## config.mk

```make
export PLATFORM = sky130hd
export DESIGN_NAME = wrap_event_handler_flat
export DESIGN_NICKNAME = d
export VERILOG_FILES = /design/src/rtl/wrap_event_if.sv /design/src/rtl/wrap_event_handler.sv /design/src/flat_wrapper.sv
export SDC_FILE = /design/constraint.sdc
export NUM_CORES = 1
export LEC_CHECK = 0
export BUFFER_PORTS_ARGS = -buffer_cell sky130_fd_sc_hd__buf_2
export CAP_MARGIN = 20
export CORE_AREA = 2 2 76 60
export CTS_CLUSTER_DIAMETER = 80
export CTS_CLUSTER_SIZE = 25
export DETAILED_ROUTE_END_ITERATION = 8
export DIE_AREA = 0 0 78 62
export SETUP_SLACK_MARGIN = 0.1
export SYNTH_ARGS = -nofsm -noshare
export SYNTH_HDL_FRONTEND = slang
export SYNTH_SLANG_ARGS = --single-unit
```

## constraint.sdc

```tcl
create_clock -name clk -period 7.2 [get_ports clk]
set_input_delay 0.36 -clock clk [delete_from_list [all_inputs] [get_ports clk]]
set_output_delay 0.36 -clock clk [all_outputs]
set_load 0.005 [all_outputs]
```

## src/rtl/wrap_event_if.sv

```systemverilog
// wrap_event_if
// Bundles the signals between the wrap-event consumer and its surroundings.
//   en, done, thresh, ack : driven by the master (counter/control side)
//   req, wrap_cnt,
//   req_cnt, overrun      : driven by the slave (wrap_event_handler)
// M sets the width of the threshold and the wrap accumulator.
interface wrap_event_if #(parameter int M = 8);
    logic         en;
    logic         done;
    logic [M-1:0] thresh;
    logic         ack;
    logic         req;
    logic [M-1:0] wrap_cnt;
    logic [7:0]   req_cnt;
    logic         overrun;

    modport master (
        output en, done, thresh, ack,
        input  req, wrap_cnt, req_cnt, overrun
    );

    modport slave (
        input  en, done, thresh, ack,
        output req, wrap_cnt, req_cnt, overrun
    );
endinterface

```

## src/rtl/wrap_event_handler.sv

```systemverilog
// wrap_event_handler
// Counts terminal-count pulses (done) from an upstream free-running counter
// and raises a level request every T wraps, T = thresh (0 treated as 1).
// The request is held until ack; a threshold hit while the request is still
// pending sets the sticky overrun flag instead of queueing a second request.
// Ports:
//   clk   - rising-edge clock
//   rstn  - synchronous active-low reset
//   bus   - wrap_event_if slave: en, done, thresh, ack in;
//           req, wrap_cnt, req_cnt, overrun out (all registered)
module wrap_event_handler #(
    parameter int M = 8
) (
    input  logic         clk,
    input  logic         rstn,
    wrap_event_if.slave  bus
);

    typedef enum logic [1:0] {
        IDLE  = 2'd0,
        COUNT = 2'd1,
        REQ   = 2'd2
    } state_t;

    state_t       state_q, state_d;
    logic         req_q, req_d;
    logic [M-1:0] wrap_q, wrap_d;
    logic [7:0]   rcnt_q, rcnt_d;
    logic         ovr_q, ovr_d;

    logic [M-1:0] thr_eff;
    logic [M:0]   wrap_inc;
    logic         hit;
    logic [M-1:0] wrap_after_done;

    // Threshold is sampled live; zero behaves as one wrap per request.
    assign thr_eff  = (bus.thresh == '0) ? {{(M-1){1'b0}}, 1'b1} : bus.thresh;
    // One extra bit so the increment cannot alias when compared.
    assign wrap_inc = {1'b0, wrap_q} + {{M{1'b0}}, 1'b1};
    // >= also fires when thresh was lowered below the current count.
    assign hit      = bus.done && (wrap_inc >= {1'b0, thr_eff});
    assign wrap_after_done = hit ? '0 : wrap_inc[M-1:0];

    always_ff @(posedge clk) begin
        if (!rstn) begin
            state_q <= IDLE;
            req_q   <= 1'b0;
            wrap_q  <= '0;
            rcnt_q  <= '0;
            ovr_q   <= 1'b0;
        end else begin
            state_q <= state_d;
            req_q   <= req_d;
            wrap_q  <= wrap_d;
            rcnt_q  <= rcnt_d;
            ovr_q   <= ovr_d;
        end
    end

    always_comb begin
        state_d = state_q;
        req_d   = req_q;
        wrap_d  = wrap_q;
        rcnt_d  = rcnt_q;
        ovr_d   = ovr_q;

        if (!bus.en) begin
            // Disable drops any pending request without acknowledging it.
            state_d = IDLE;
            req_d   = 1'b0;
            wrap_d  = '0;
        end else begin
            case (state_q)
                IDLE: begin
                    state_d = COUNT;
                    wrap_d  = '0;
                end
                COUNT: begin
                    if (bus.done) begin
                        wrap_d = wrap_after_done;
                        if (hit) begin
                            req_d   = 1'b1;
                            rcnt_d  = rcnt_q + 8'd1;
                            state_d = REQ;
                        end
                    end
                end
                REQ: begin
                    if (bus.done) begin
                        wrap_d = wrap_after_done;
                    end
                    if (bus.ack) begin
                        // An ack coinciding with a hit retires the old
                        // request and issues a fresh one in the same edge.
                        if (hit) begin
                            rcnt_d = rcnt_q + 8'd1;
                        end else begin
                            req_d   = 1'b0;
                            state_d = COUNT;
                        end
                    end else if (hit) begin
                        ovr_d = 1'b1;
                    end
                end
                default: begin
                    state_d = IDLE;
                    req_d   = 1'b0;
                    wrap_d  = '0;
                end
            endcase
        end
    end

    assign bus.req      = req_q;
    assign bus.wrap_cnt = wrap_q;
    assign bus.req_cnt  = rcnt_q;
    assign bus.overrun  = ovr_q;

endmodule

```

## src/flat_wrapper.sv

```systemverilog
// flat-port wrapper written by rule: the top's interface ports become plain ports
module wrap_event_handler_flat 
#(
    parameter int M = 8
)
  (clk, rstn, bus_en, bus_done, bus_thresh, bus_ack, bus_req, bus_wrap_cnt, bus_req_cnt, bus_overrun);
  wrap_event_if #(.M(M)) bus_i ();
  input  logic clk;
  input  logic rstn;
  input wire logic [$bits(bus_i.en)-1:0] bus_en;
  input wire logic [$bits(bus_i.done)-1:0] bus_done;
  input wire logic [$bits(bus_i.thresh)-1:0] bus_thresh;
  input wire logic [$bits(bus_i.ack)-1:0] bus_ack;
  output wire logic [$bits(bus_i.req)-1:0] bus_req;
  output wire logic [$bits(bus_i.wrap_cnt)-1:0] bus_wrap_cnt;
  output wire logic [$bits(bus_i.req_cnt)-1:0] bus_req_cnt;
  output wire logic [$bits(bus_i.overrun)-1:0] bus_overrun;
  assign bus_i.en = bus_en;
  assign bus_i.done = bus_done;
  assign bus_i.thresh = bus_thresh;
  assign bus_i.ack = bus_ack;
  assign bus_req = bus_i.req;
  assign bus_wrap_cnt = bus_i.wrap_cnt;
  assign bus_req_cnt = bus_i.req_cnt;
  assign bus_overrun = bus_i.overrun;
  wrap_event_handler #(.M(M)) u_core (.clk(clk), .rstn(rstn), .bus(bus_i));
endmodule
```

==> qor.csv <==
stage;metric;value;unit
detailed_routing;Vias/cell;4.60;
yosys;EDFF count, synth;0;
sta;WHS;0.437;ns
finish;design area;1630;µm²
yosys;Syn Nets;193;
yosys;syn_area_per_cell;8.31;µm²
detailed_routing;drt initial violations;50;
status;status;complete, no violations;
critical_path;Top delay family on crit path;compound AO/OA/AOI/OAI gates;
clock_network;clock sink count;20;
clock_network;CTS buffer count;3;
clock_network;Clock Tree Buf Depth;2;
hold_path;Hold Path End;u_core.bus.req;
critical_path;crit path cell chain;and3_1, and3_1, nand3_1, xnor2_1, ha_1, nand3_1, o221ai_2, a221oi_4, a21boi_0, o221a_1;
grt;number of global-route vias before repair;1116;
floorplan;core area;4200;µm²
grt;GRT Residual Overflow;0;
yosys;Yosys cell types;38;
yosys;Simple-Gate Fraction of Synth Area;27.1;%
clock_network;clk root buf;clkbuf_8;
placed_design;pre-CTS setup slack;4.12;ns
grt;largest net degree at the start of global routing;20;
detailed_routing;DRC;0;
finish;area grow syn2layout;17.3;%
yosys;Mapped Cells;167;
critical_path;critical path depth;10;
yosys;Post-synth top cells;25 x nand2_1, 20 x dfxtp_1, 17 x nor2_1;
yosys;mux contribution to synthesized area;5.77;%
yosys;Synth Area in XOR/XNOR;8.21;%
sta;worst slew pin tran;0.673;ns
sta;Slew headroom;55.2;%
critical_path;CP Data Required Time;7.35;ns
placed_design;Final GP Congestion;0.779;
grt;first-pass GRT wire length;4.95;mm
yosys;Synth Area in Adders;11.7;%
sta;Worst Skew;0.00863;ns
critical_path;WS Path Type;reg -> reg;
yosys;Synth area leader;dfxtp_1;
grt;GRT busiest layer;met2;
detailed_routing;wire per inst;10.8;µm
sta;RSZ-0062 raised after global routing;no;
critical_path;CP max-delay cell;a221oi_4;
finish;diode count;0;
detailed_routing;DRT Pass-1 Iters;4;
power;Max VDD drop;0.0000589;V
sta;fin crit share;42.6;%
critical_path;CP max stage delay;0.65;ns
finish;ratio of cells with drive above 1 in the final layout;22.6;%
hold_path;Hold Crit Class;in -> reg;
detailed_routing;via count;1159;
grt;GRT Total Usage;12.6;%
yosys;synth warn;0;
sta;PnR worst setup slack;4.13;ns
critical_path;path depth of the worst reg2reg path;10;
floorplan;num rows;21;
clock_network;Setup Fix Bufs, Post-CTS;0;
critical_path;r2r setup slk;4.13;ns
sta;final setup fails;0;
sta;min cycle time layout;3.07;ns
placed_design;Detail Placement HPWL;2.16;mm
critical_path;critical path data arrival time;3.22;ns
finish;NumNets Final;222;
critical_path;CP endpoint kind;flip-flop;
hold_path;HP Start;bus_ack;
floorplan;area of the die;4840;µm²
hold_path;hold path cells;4;
critical_path;critical path fanouts, max;15;
grt;GR Layer Usage met3;1.88;%
detailed_routing;remaining antenna violation count;0;
clock_network;CTS resizes;0;
floorplan;starting density of the core;33.0;%
yosys;Yosys reg bits;20;
yosys;Most used DFF post-synth;dfxtp_1;
yosys;most common cell in the netlist;nand2_1;
yosys;proportion of netlist area held by the largest area contributor;28.9;%
floorplan;Vert. Die Dim;62;µm
clock_network;CTS tree;done;
clock_network;worst skew pair latency;0.26;ns
yosys;Mapped Area;1390;µm²
clock_network;hold buffers post-CTS;0;
detailed_routing;total wire length;2.73;mm
run;max-cap viol count;0;
critical_path;CP startpoint kind;flip-flop;
sta;Final Max Slew Viols;0;
critical_path;Critical R2R Capture;u_core.state_q[1];
sta;final hold vios;0;
clock_network;Clock transition at path regs;0.08;ns
yosys;largest family of logic cells by synthesized area;simple AND/OR/NAND/NOR gates;
clock_network;H-tree depth;1;
critical_path;Bufs and invs on worst path;0;
yosys;synth top area cells;dfxtp_1 29%, ha_1 12%, nand2_1 6.8%, xor2_1 6.3%, mux2i_1 5.8%;
grt;initial antenna violation count;0;
yosys;Post-synth ARST share;0;%
placed_design;dpl cell area;1570;µm²
yosys;sequential share of the synthesized area;28.9;%
critical_path;RR Startpoint;u_core.bus.wrap_cnt[2];
sta;fmax;326;MHz
grt;met1 usage;17.3;%
sta;TNS Setup;0;ns
power;Pwr Density;134;nW/µm²
power;P_leak;0.723;nW
yosys;compound-gate portion of the synthesized area;11.9;%
floorplan;DIE WIDTH;78;µm
grt;GR Util met2;21.1;%
floorplan;I/O pin cnt;31;
placed_design;PortBufs;30;
finish;Layout Utilization;38.7;%
-- worst max-delay path by stage --
| stage | to | start | slack [ns] |
|---|---|---|---|
| global route | u_core.bus.wrap_cnt[0] | u_core.bus.wrap_cnt[2] | 3.79 |
| finish | u_core.state_q[1] | u_core.bus.wrap_cnt[2] | 4.13 |
| CTS | u_core.state_q[1] | u_core.bus.wrap_cnt[2] | 4.13 |
| floorplan | u_core.state_q[1] | u_core.bus.wrap_cnt[2] | 4.58 |
| detailed placement | u_core.state_q[1] | u_core.bus.wrap_cnt[2] | 4.12 |
| global placement | u_core.state_q[1] | u_core.bus.wrap_cnt[2] | 4.11 |
-- logic make-up (layout without fill, tap and decap cells) --
group                      after synthesis  count (layout)
adders and majority gates               13              13
muxes                                    8               8
and+or+nand+nor                         74              74
xor gates and xnor gates                13              13
DFF                                     20              20
AOI/OAI and AO/OA                       19              19
buffers and inverters                   20              48
-- report_power, final --
part           leakage [nW]  switching (W)  internal (W)
Clock                0.0288      0.0000353     0.0000486
Combinational         0.532      0.0000137    0.00000848
Sequential            0.161    0.000000478      0.000111
-- placed cells by master (no fill, tap or decap), types with 2 or more instances in the layout --
cell / instances
ha_1: 13
xnor2_1: 3
dfxtp_1: 20
a21oi_1: 5
nor2_1: 17
nand2_1: 25
and3_1: 2
clkbuf_8: 4
xor2_1: 10
inv_1: 14
nand3_1: 5
nor3_2: 4
nor4_1: 4
buf_2: 30
nor2b_1: 2
mux2i_1: 8
nand2b_1: 6
nand4_1: 6
-- registers in the layout, indices dropped and copies added, names as in the netlist --
signal	count
u_core.bus.req_cnt	8
u_core.bus.wrap_cnt	8
u_core.bus.req	1
u_core.bus.overrun	1
u_core.state_q	2
-- worst register-to-register path: stages, from the launching register on --
cell      delay [ns]
dfxtp_1         0.45
and3_1          0.26
and3_1          0.26
nand3_1         0.11
xnor2_1         0.16
ha_1            0.32
nand3_1         0.15
o221ai_2        0.14
a221oi_4        0.65
a21boi_0        0.20
o221a_1         0.26
-- final cells by class --
class | instances | area (µm²)
Multi-Input combinational cell | 127 | 898
Timing Repair Buffer | 30 | 150
Tap cell | 57 | 71.3
Fill cell | 453 | 2580
Inverter | 14 | 52.6
Sequential cell | 20 | 400
Clock buffer | 4 | 55.1
-- layer usage --
layer  up-vias  wire length (µm)
li1        630                 -
met1       512              1470
met2        15              1150
met3         2                83
met4         0                25
met5         -                 0
-- through the flow --
step	total power (W)	cells
floorplan	0.000130	167
global placement	0.000137	248
detailed placement	0.000137	248
CTS	0.000222	252
global route	0.000228	252
finish	0.000218	252
Note: power is estimated with default switching activity, not from simulation.
